<file path="src/rtl/fetch_controller.sv">
// rtl/fetch_controller.sv - PC sequencing, issue and start/run/halt control for a small instruction memory
module fetch_controller #(
    parameter int ADDR_W   = 4,
    parameter int PROG_LEN = 6,
    parameter int CNT_W    = 8
) (
    input  logic              clk,
    input  logic              rst,
    input  logic              start,
    input  logic              stall,
    input  logic              halt_req,
    input  logic              branch_taken,
    input  logic [15:0]       branch_offset,
    input  logic [31:0]       instruction_in,
    output logic [ADDR_W-1:0] instruction_addr,
    output logic [31:0]       instruction_out,
    output logic              instr_valid,
    output logic              busy,
    output logic              halted,
    output logic              bad_target,
    output logic [CNT_W-1:0]  retired_count
);

    typedef enum logic [1:0] {
        IDLE = 2'd0,
        RUN  = 2'd1,
        HALT = 2'd2
    } state_t;

    localparam logic [ADDR_W:0]   LEN_W   = (ADDR_W+1)'(PROG_LEN);
    localparam logic [ADDR_W-1:0] LAST_PC = ADDR_W'(PROG_LEN - 1);

    state_t             state, state_n;
    logic [ADDR_W-1:0]  pc, pc_n;
    logic [CNT_W-1:0]   cnt_n;
    logic               bad_n;
    logic [ADDR_W:0]    target;

    // Target is formed one bit wider than the PC so negative results and
    // overflow past the top of memory both land outside 0..PROG_LEN-1.
    assign target = {1'b0, pc} + (ADDR_W+1)'(1) + branch_offset[ADDR_W:0];

    assign instr_valid      = (state == RUN) && !stall && !halt_req;
    assign instruction_out  = instr_valid ? instruction_in : 32'b0;
    assign instruction_addr = pc;
    assign busy             = (state == RUN);
    assign halted           = (state == HALT);

    always_ff @(posedge clk or negedge rst) begin
        if (!rst) begin
            state         <= IDLE;
            pc            <= '0;
            retired_count <= '0;
            bad_target    <= 1'b0;
        end else begin
            state         <= state_n;
            pc            <= pc_n;
            retired_count <= cnt_n;
            bad_target    <= bad_n;
        end
    end

    always_comb begin
        state_n = state;
        pc_n    = pc;
        cnt_n   = retired_count;
        bad_n   = bad_target;
        case (state)
            IDLE, HALT: begin
                if (start) begin
                    state_n = RUN;
                    pc_n    = '0;
                    cnt_n   = '0;
                    bad_n   = 1'b0;
                end
            end
            RUN: begin
                if (halt_req) begin
                    state_n = HALT;
                end else if (!stall) begin
                    if (retired_count != '1)
                        cnt_n = retired_count + CNT_W'(1);
                    if (branch_taken) begin
                        if (target < LEN_W) begin
                            pc_n = target[ADDR_W-1:0];
                        end else begin
                            bad_n   = 1'b1;
                            state_n = HALT;
                        end
                    end else if (pc == LAST_PC) begin
                        state_n = HALT;
                    end else begin
                        pc_n = pc + ADDR_W'(1);
                    end
                end
            end
            default: begin
                state_n = IDLE;
                pc_n    = '0;
            end
        endcase
    end

endmodule

</file>
<file path="config.mk">
export PLATFORM = sky130hd
export DESIGN_NAME = fetch_controller
export DESIGN_NICKNAME = d
export VERILOG_FILES = /design/src/rtl/fetch_controller.sv
export SDC_FILE = /design/constraint.sdc
export NUM_CORES = 1
export LEC_CHECK = 0
export ABC_AREA = 1
export ABC_CLOCK_PERIOD_IN_PS = 2600
export CORE_MARGIN = 3
export CORE_UTILIZATION = 30
export DETAILED_ROUTE_END_ITERATION = 8
export GPL_TIMING_DRIVEN = 0
export PLACE_DENSITY = 0.71
export SYNTH_ARGS = -nofsm -noshare
export SYNTH_HDL_FRONTEND = slang
export SYNTH_SLANG_ARGS = --single-unit
</file>
<file path="constraint.sdc">
create_clock -name clk -period 2.6 [get_ports clk]
set_clock_uncertainty 0.15 [all_clocks]
set_input_delay 0.26 -clock clk [delete_from_list [all_inputs] [get_ports clk]]
set_output_delay 0.26 -clock clk [all_outputs]
set_load 0.01 [all_outputs]
</file>
==> results.yml <==
sta:
  finalCritPeriodShare: 0.922
  drv_slew: 0
  worst_pin_slew_ns: 0.666
  final.setup.worst_slack_ns: 0.203
  rsz0062_at_grt: "false"
  slew_headroom: 0.555
  fin_tns_setup_ns: 0
  fin_crit_ns: 2.40
  finalSetupViolations: 0
  hold_viol_final: 0
  max_freq_ghz: 0.417
floorplan:
  die_height_um: 74.1
  core_area_um2: 4410
  placementRows: 24
  start_util: 0.315
  io_pins: 102
  dieWidth_um: 74.1
  dieArea_um2: 5490
critical_path:
  critPathArrivalTime_ns: 1.99
  r2r-end: "instruction_addr[1]"
  crit_path_start_kind: "input port"
  required_ns: 2.19
  r2r-start: "instruction_addr[0]"
  worstRegToRegCells: 11
  crit_type: "input port to output port"
  rrSetupSlack_ns: 0.26
  critPathCaptureType: "output port"
  cp_max_fo: 10
logic_synthesis:
  syn_inst: 226
  syn_area_um2: 1390
  ys_seq_area_frac: 0.270
  synth.distinct_cells: 25
  yosys_warnings: 0
  yosys.area.top_type: "dfrtp_1"
  synth_edf_count: 0
  synth_top_area_frac: 0.270
  synth.avg_cell_area_um2: 6.15
  synth_area_leaders: "dfrtp_1 27%, inv_1 14%, nor2_1 12%, nand2_1 11%, nand3_1 7.2%"
  synthArstFlopShare: 1.00
  ys.flop_type: "dfrtp_1"
  synth.net_count: 288
  ys_ff_latch: 15
cts:
  cts_buffers: 3
  clkTransAtPathRegs_ns: 0.07
  clk_latency_ns: 0.25
  clk_path_buf_depth: 2
  post-cts-setup-buffers: 0
  cts-root-buf: "clkbuf_8"
  cts_tree: "done"
  cts_resized: 0
  cts.sinks: 15
  cts_max_level: 1
  holdBufCountCts: 0
routing:
  route.detailed.drc: 0
  routed_wl_um: 4200
  ant_nets: 0
  drt-initial-drc-count: 53
  viasPerCell: 4.52
  via_count: 1682
  wl_per_cell_um: 11.3
  drtPass1Iterations: 4
final_layout:
  fin_nets: 383
  final_common_cell: "clkdlybuf4s50_1"
  final_cell_mix: "90 x clkdlybuf4s50_1, 53 x inv_1, 44 x nor2_1"
  drive_gt1_frac: 0.0500
  area_growth_pct: 73.0
  antenna_cells: 0
  final_area_um2: 2400
  final_util: 0.545
power_and_ir_drop:
  peakVddDrop_v: 0.000491
  power_leakage_nw: 1.19
  finalPower_mw: 1.50
  pwr_density_cell_nw_per_um2: 625
placement:
  place.gp.congestion: 0.803
  pre_cts_slack_ns: 0.0871
  hpwl_um: 3580
  port_buffers: 90
  postPlaceCellArea_um2: 2360
grt:
  grt_pass1_wl_um: 6660
  grt_max_degree: 16
  grtUsageTotal: 0.150
  grt-ovfl-total: 0
  antenna_found_initial: 0
  grt_pass1_vias: 1512
status:
  outcome: "finished, final reports clean"
flow_run:
  drv_cap: 0
min_path:
  hp-class: "input port to async pin"
[area by class of cell]
class / count / area, µm²
clock inverters: 1 / 7.51
clock buffers: 3 / 41.3
repair buffers: 90 / 901
multi-input cells: 152 / 783
plain buffers: 4 / 22.5
inverters: 55 / 209
flip-flops and latches: 15 / 375
fillers: 437 / 2010
well taps: 52 / 65.1
[registers in the layout (all words and copies together), names as in the netlist]
register / count
instruction_addr: 4
retired_count: 8
state: 2
bad_target: 1
[report_power, final]
group / switching (mW) / internal, mW
Sequential: 0.0923 / 0.294
Clock: 0.0876 / 0.108
Combinational: 0.486 / 0.435
[worst max-delay path, cell delays in order]
cell and delay (ns):
clkdlybuf4s50_1 0.45, nor2_1 0.22, nand2_4 0.13, clkbuf_1 0.23
nor2_1 0.13, clkdlybuf4s50_1 0.57
[layer usage]
layer,track usage,share of wire
met5,0,0
met4,0.0262,0.0064
met3,0.0338,0.11
met2,0.280,0.48
met1,0.176,0.40
[metrics by stage]
| step | instances | hold WS, ns |
|---|---|---|
| 3_5_place_dp | 368 | 0.327 |
| 2_1_floorplan | 226 | -0.186 |
| 6_report | 372 | 0.263 |
| 4_1_cts | 372 | 0.291 |
| 5_1_grt | 372 | 0.316 |
| 3_3_place_gp | 368 | 0.343 |
[synth_stat cells (2+ instances only)]
library cell and instances:
a21oi_1 6, clkbuf_1 3, dfrtp_1 15, ha_1 7
inv_1 53, nand2_1 42, nand2_2 3, nand2_4 3
nand3_1 20, nand4_1 4, nor2_1 44, nor3_1 2
o21ai_0 10, o21ai_1 2, xor2_1 2
[cells by family (layout without fill, tap and decap cells)]
| logic type | count (synthesis) | count (layout) | share of synthesized area |
|---|---|---|---|
| flops | 15 | 15 | 0.270 |
| xor+xnor | 3 | 3 | 0.0189 |
| compound gates | 20 | 20 | 0.0756 |
| buf+inv | 59 | 153 | 0.167 |
| fa+ha+maj | 8 | 8 | 0.0774 |
| simple gates | 121 | 121 | 0.392 |
[how the worst max path moves through the flow]
stage,start,endpoint,cells after the start
after floorplan,instruction_addr[0],instruction_addr[1],11
after global placement,branch_offset[0],instruction_addr[2],12
after detailed placement,branch_offset[0],instruction_addr[1],12
after CTS,halt_req,instruction_out[10],6
after global routing,halt_req,instruction_out[21],6
final,halt_req,instruction_out[9],6
Power figures use the tool's default switching activity.
